$ cat src/rtl/cmd_dispatcher.sv
// -----------------------------------------------------------------------------
// cmd_dispatcher
//   UART command dispatcher. The first byte received while idle is matched
//   against a per-channel code table. On a match, that handler channel gets
//   its one-hot activate, and its TX requests are forwarded to the shared
//   uart_tx. On handler done, the block drains back to idle. An unmatched
//   command answers with NAK_BYTE.
//
//   Optional feature macro: DISPATCH_TIMEOUT_EN. When it is defined, a RUN
//   watchdog of TMO_CYC cycles is added.
//
// Ports
//   clk, reset     clock; asynchronous active-low reset
//   rx_ready       uart_rx byte-valid strobe
//   rx_data        uart_rx byte
//   tx_active      uart_tx busy
//   tx_data        registered byte to uart_tx
//   tx_start       registered uart_tx start pulse
//   ch_activate    one-hot handler enable (at most one bit high)
//   ch_done        per-channel completion (only the active channel is used)
//   ch_tx_data     per-channel TX byte, channel i at [i*DATA_W +: DATA_W]
//   ch_tx_start    per-channel TX start request
//   state_code     00 IDLE, 01 DRAIN, otherwise the latched command code
//   err_unknown    sticky: unmatched command seen
//   err_timeout    sticky: handler timed out (tied 0 without the macro)
//
// Handshake: rx_ready is a single-cycle valid strobe. There is no back-pressure
// on it. tx_start is a single-cycle request. For a NAK it is raised only when
// tx_active is low. Channel requests are forwarded as-is with one cycle of
// latency.
// -----------------------------------------------------------------------------
module cmd_dispatcher #(
  parameter int                       N_CH     = 4,
  parameter int                       DATA_W   = 8,
  parameter logic [N_CH*DATA_W-1:0]   CH_CODES = {8'h72, 8'h71, 8'h22, 8'h21},
  parameter logic [DATA_W-1:0]        NAK_BYTE = 8'h15,
  parameter logic [31:0]              TMO_CYC  = 32'd50_000_000
) (
  input  logic                     clk,
  input  logic                     reset,
  input  logic                     rx_ready,
  input  logic [DATA_W-1:0]        rx_data,
  input  logic                     tx_active,
  output logic [DATA_W-1:0]        tx_data,
  output logic                     tx_start,
  output logic [N_CH-1:0]          ch_activate,
  input  logic [N_CH-1:0]          ch_done,
  input  logic [N_CH*DATA_W-1:0]   ch_tx_data,
  input  logic [N_CH-1:0]          ch_tx_start,
  output logic [7:0]               state_code,
  output logic                     err_unknown,
  output logic                     err_timeout
);

  localparam int SEL_W = (N_CH > 1) ? $clog2(N_CH) : 1;

  typedef enum logic [2:0] {
    S_IDLE, S_DECODE, S_RUN, S_NAK, S_DRAIN
  } state_t;

  state_t              state_q, state_d;
  logic [DATA_W-1:0]   cmd_q, cmd_d;
  logic [SEL_W-1:0]    sel_q, sel_d;
  logic [N_CH-1:0]     act_q, act_d;
  logic [DATA_W-1:0]   tx_data_q, tx_data_d;
  logic                tx_start_q, tx_start_d;
  logic                err_unk_q, err_unk_d;
  logic                nak_sent_q, nak_sent_d;

  logic                match;
  logic [SEL_W-1:0]    match_idx;
  logic [7:0]          cmd_code;

`ifdef DISPATCH_TIMEOUT_EN
  logic [31:0]         timer_q, timer_d;
  logic                err_tmo_q, err_tmo_d;
`endif

  // Code match. Scanning from the top down lets the lowest index win.
  // Codes 00/01 are reserved for the display encoding and are never matched.
  always_comb begin
    match     = 1'b0;
    match_idx = '0;
    for (int i = N_CH - 1; i >= 0; i--) begin
      if (CH_CODES[i*DATA_W +: DATA_W] == cmd_q &&
          CH_CODES[i*DATA_W +: DATA_W] > DATA_W'(1)) begin
        match     = 1'b1;
        match_idx = SEL_W'(i);
      end
    end
  end

  always_comb begin
    state_d    = state_q;
    cmd_d      = cmd_q;
    sel_d      = sel_q;
    act_d      = act_q;
    tx_data_d  = tx_data_q;
    tx_start_d = 1'b0;
    err_unk_d  = err_unk_q;
    nak_sent_d = nak_sent_q;
`ifdef DISPATCH_TIMEOUT_EN
    timer_d    = timer_q;
    err_tmo_d  = err_tmo_q;
`endif
    case (state_q)
      S_IDLE: begin
        if (rx_ready) begin
          cmd_d   = rx_data;
          state_d = S_DECODE;
        end
      end
      S_DECODE: begin
        if (match) begin
          sel_d            = match_idx;
          act_d            = '0;
          act_d[match_idx] = 1'b1;
`ifdef DISPATCH_TIMEOUT_EN
          timer_d          = '0;
`endif
          state_d          = S_RUN;
        end else begin
          err_unk_d  = 1'b1;
          nak_sent_d = 1'b0;
          state_d    = S_NAK;
        end
      end
      S_RUN: begin
        tx_data_d  = ch_tx_data[sel_q*DATA_W +: DATA_W];
        tx_start_d = ch_tx_start[sel_q];
`ifdef DISPATCH_TIMEOUT_EN
        timer_d    = timer_q + 32'd1;
`endif
        if (ch_done[sel_q]) begin
          // A request arriving together with done is dropped, so tx_start
          // stays low once the FSM is in DRAIN.
          act_d      = '0;
          tx_start_d = 1'b0;
          state_d    = S_DRAIN;
        end
`ifdef DISPATCH_TIMEOUT_EN
        else if (timer_q == TMO_CYC - 32'd1) begin
          act_d      = '0;
          tx_start_d = 1'b0;
          err_tmo_d  = 1'b1;
          nak_sent_d = 1'b0;
          state_d    = S_NAK;
        end
`endif
      end
      S_NAK: begin
        // Stay in NAK while the pulse is out. This keeps tx_start from being
        // seen high in DRAIN.
        if (nak_sent_q) begin
          state_d = S_DRAIN;
        end else if (!tx_active) begin
          tx_start_d = 1'b1;
          tx_data_d  = NAK_BYTE;
          nak_sent_d = 1'b1;
        end
      end
      S_DRAIN: begin
        act_d = '0;
        if (!rx_ready && !tx_active) state_d = S_IDLE;
      end
      default: begin
        act_d   = '0;
        state_d = S_DRAIN;
      end
    endcase
  end

  always_ff @(posedge clk or negedge reset) begin
    if (!reset) begin
      state_q    <= S_DRAIN;
      cmd_q      <= '0;
      sel_q      <= '0;
      act_q      <= '0;
      tx_data_q  <= '0;
      tx_start_q <= 1'b0;
      err_unk_q  <= 1'b0;
      nak_sent_q <= 1'b0;
`ifdef DISPATCH_TIMEOUT_EN
      timer_q    <= '0;
      err_tmo_q  <= 1'b0;
`endif
    end else begin
      state_q    <= state_d;
      cmd_q      <= cmd_d;
      sel_q      <= sel_d;
      act_q      <= act_d;
      tx_data_q  <= tx_data_d;
      tx_start_q <= tx_start_d;
      err_unk_q  <= err_unk_d;
      nak_sent_q <= nak_sent_d;
`ifdef DISPATCH_TIMEOUT_EN
      timer_q    <= timer_d;
      err_tmo_q  <= err_tmo_d;
`endif
    end
  end

  generate
    if (DATA_W >= 8) begin : g_code_wide
      assign cmd_code = cmd_q[7:0];
    end else begin : g_code_narrow
      assign cmd_code = {{(8-DATA_W){1'b0}}, cmd_q};
    end
  endgenerate

  // The display code is decoded from registered state only.
  always_comb begin
    case (state_q)
      S_IDLE:  state_code = 8'h00;
      S_DRAIN: state_code = 8'h01;
      default: state_code = cmd_code;
    endcase
  end

  assign tx_data     = tx_data_q;
  assign tx_start    = tx_start_q;
  assign ch_activate = act_q;
  assign err_unknown = err_unk_q;

`ifdef DISPATCH_TIMEOUT_EN
  assign err_timeout = err_tmo_q;
`else
  logic unused_tmo;
  assign unused_tmo  = ^TMO_CYC;
  assign err_timeout = 1'b0;
`endif

endmodule

$ cat config.mk
export PLATFORM = sky130hd
export DESIGN_NAME = cmd_dispatcher
export DESIGN_NICKNAME = d
export VERILOG_FILES = /design/src/rtl/cmd_dispatcher.sv
export SDC_FILE = /design/constraint.sdc
export NUM_CORES = 1
export LEC_CHECK = 0
export ABC_AREA = 1
export BUFFER_PORTS_ARGS = -buffer_cell sky130_fd_sc_hd__buf_2
export CORE_UTILIZATION = 40
export DETAILED_ROUTE_END_ITERATION = 16
export PLACE_DENSITY = 0.7
export SLEW_MARGIN = 15
export SYNTH_ARGS = -nofsm -noshare
export SYNTH_HDL_FRONTEND = slang
export SYNTH_SLANG_ARGS = --single-unit
$ cat constraint.sdc
create_clock -name clk -period 1.55 [get_ports clk]
set_input_delay 0.465 -clock clk [delete_from_list [all_inputs] [get_ports clk]]
set_output_delay 0.465 -clock clk [all_outputs]
set_load 0.005 [all_outputs]
==> results_dict.tcl <==
set metrics [dict create \
    drive_above_1_share_pct 35.6 \
    via_count 1689 \
    crit_buf_inv 3 \
    nFillCells 366 \
    synth-seq-cells 28 \
    grtUsageTotal_pct 19.2 \
    timing.hold.ws_ns 0.110 \
    clock_insertion_delay_worst_skew_ns 0.27 \
    place_hpwl_um 2950 \
    final_common_cell "buf_2" \
    cts_sinks 28 \
    finalWorstSetupSlack_ns -0.134 \
    seq_area_frac_synth_pct 42.8 \
    clockBufferDepth 2 \
    grt_pass1_wl_um 6430 \
    vias_per_cell 4.77 \
    max_stage_delay_ns 0.54 \
    mostFrequentLayoutCells "73 x buf_2, 43 x nor2_1, 43 x nand2_1" \
    place_ws_ns 0.105 \
    die-area_um2 4360 \
    violations "setup timing" \
    min_path_type "primary input to asynchronous set/reset pin" \
    io_buffers 73 \
    netlist_area_um2 1640 \
    dr.pass1.iters 4 \
    die_y_um 66.0 \
    min_period_ns 1.68 \
    globalplace.congestion 0.808 \
    grt_pass1_vias 1548 \
    cp_max_fo 4 \
    netlist_instances 225 \
    critPathKind "register to output pin" \
    finalSetupViolCount 8 \
    numCtsBuffers 3 \
    grt_max_degree 29 \
    cap_violations 0 \
    worstSetupEndpointType "output pin" \
    path_clk_slew_ns 0.09 \
    leakagePower_nw 1.21 \
    start_kind "register" \
    status "complete, but fails checks" \
    power-per-cell-area_nw_per_um2 1470 \
    ant_nets 0 \
    finalWirelength_um 3900 \
    initial_core_util_pct 43.1 \
    htreeDepth 1 \
    required_ns 1.08 \
    crit_arrival_ns 1.22 \
    antenna_found_initial 0 \
    ios 75 \
    path_delay_family "flip-flops" \
    cts_tree "built" \
    core-area_um2 3800 \
    synth_nets 277 \
    route.detailed.drc 0 \
    hold_viol_final 0 \
    worst_path_max_delay_cell "dfstp_2" \
    layout.nets 359 \
    ys_types 29 \
    area_growth_pct 33.0 \
    ys_warn_count 0 \
    drt-initial-drc-count 85 \
    synth_area_per_cell_um2 7.28 \
    finalCritPeriodShare_pct 109 \
    routedWlPerCell_um 11.0 \
    rsz0062_at_grt "true" \
    report.final.slew_viol_count 0 \
    cpMostUsedCell "inv_2" \
    die_w_um 66.0 \
    gr-total-overflow 0 \
    rows 22 \
    antenna_cells 0 \
    path_cells "inv_2, nand2_2, inv_2, nor2_2, buf_2" \
    clock-skew-final_ns 0.00133 \
    ir_drop_mv 0.906 \
    ctsHoldBuffers 0 \
    cts_root_buf "clkbuf_8" \
    fmax_mhz 594 \
]
==> worst paths after layout <==
| path | from | to | slack (ns) | cells past startpoint |
|---|---|---|---|---|
| setup / recovery | state_q[2] | state_code[0] | -0.13 | 5 |
| min in group clk | tx_active | tx_start | 0.42 | 2 |
| max in group asynchronous | reset | state_q[2] | 1.20 | 2 |
| hold reg to reg | ch_activate[1] | ch_activate[1] | 0.47 | 2 |
| hold / removal | reset | tx_data[3] | 0.11 | 2 |
| setup reg to reg | cmd_code[2] | err_unknown | 0.10 | 7 |
==> repair_timing <==
item / CTS / global route
gates resized for setup: 4 / 2
pin swaps: 3 / 0
endpoints found under the setup margin: 8 / 10
buffers inserted: 5 / 0
==> sequential cells by signal, summed over array words and instances (netlist names) <==
signal,count
cmd_code,8
nak_sent_q,1
err_unknown,1
state_q,3
ch_activate,4
tx_data,8
sel_q,2
tx_start,1
==> metal layers <==
layer  vias up  track usage (%)  part of all wire [%]
li1        883                -                     -
met1       743             24.2                    46
met2        58             32.7                    47
met3         5             2.24                   5.6
met4         0             8.78                   1.5
met5         -                0                     0
==> synthesized netlist by cell type <==
| cell | count | area [um^2] |
|---|---|---|
| conb_1 | 1 | 3.75 |
| buf_2 | 4 | 20.0 |
| nand3_1 | 4 | 20.0 |
| buf_4 | 1 | 7.51 |
| nand4_1 | 1 | 6.26 |
| o22ai_1 | 12 | 75.1 |
| nand2_2 | 3 | 18.8 |
| buf_1 | 1 | 3.75 |
| o21bai_1 | 1 | 7.51 |
| or2_2 | 1 | 6.26 |
| o21ai_1 | 3 | 15.0 |
| nand3_4 | 1 | 17.5 |
| o21ai_0 | 25 | 125 |
| or2_1 | 1 | 6.26 |
| nand2_4 | 1 | 11.3 |
| nor2_4 | 2 | 22.5 |
| buf_6 | 1 | 11.3 |
| o211ai_1 | 1 | 7.51 |
| inv_2 | 2 | 7.51 |
| nor3_4 | 1 | 16.3 |
| inv_1 | 29 | 109 |
| nand2_1 | 43 | 161 |
| a21oi_1 | 10 | 50.1 |
| nand3b_4 | 1 | 20.0 |
| a21oi_2 | 1 | 8.76 |
| dfrtp_1 | 27 | 676 |
| nand3_2 | 1 | 10.0 |
| nor2_1 | 45 | 169 |
| dfstp_2 | 1 | 26.3 |
==> power by group <==
part | switching (mW) | internal [mW] | leakage, nW
Sequential | 0.139 | 0.997 | 0.334
Combinational | 0.917 | 0.709 | 0.844
Clock | 0.222 | 0.228 | 0.0288
==> per-stage QoR <==
| stage | std cells | cell area (um^2) | total power, mW | TNS [ns] | utilization, % |
|---|---|---|---|---|---|
| floorplan | 225 | 1640 | 2.11 | 0 | - |
| global placement | 345 | 2080 | 2.62 | 0 | 54.7 |
| detailed placement | 345 | 2080 | 2.64 | 0 | 54.7 |
| CTS | 354 | 2170 | 3.20 | -0.724 | 57.2 |
| global route | 354 | 2180 | 3.51 | -1.13 | 57.4 |
| finish | 354 | 2180 | 3.21 | -0.688 | 57.4 |
==> cell families (layout without fill, tap and decap cells) <==
group                  Yosys count  in the layout  share of synthesized area (%)
and+or+nand+nor                105            105                           29.6
AOI/OAI and AO/OA               53             53                           17.6
buffers and inverters           38            119                           9.69
DFF                             28             28                           42.8
other                            1              1                          0.229
==> cell type report <==
cell class / count / area [um^2] / area share, %
multi-input cells: 159 / 783 / 35.9
flip-flops and latches: 28 / 704 / 32.3
repair buffers: 84 / 460 / 21.1
inverters: 31 / 116 / 5.34
well taps: 48 / 60.1 / 2.76
clock buffers: 4 / 55.1 / 2.53
Note: power is estimated with default switching activity, not from simulation.
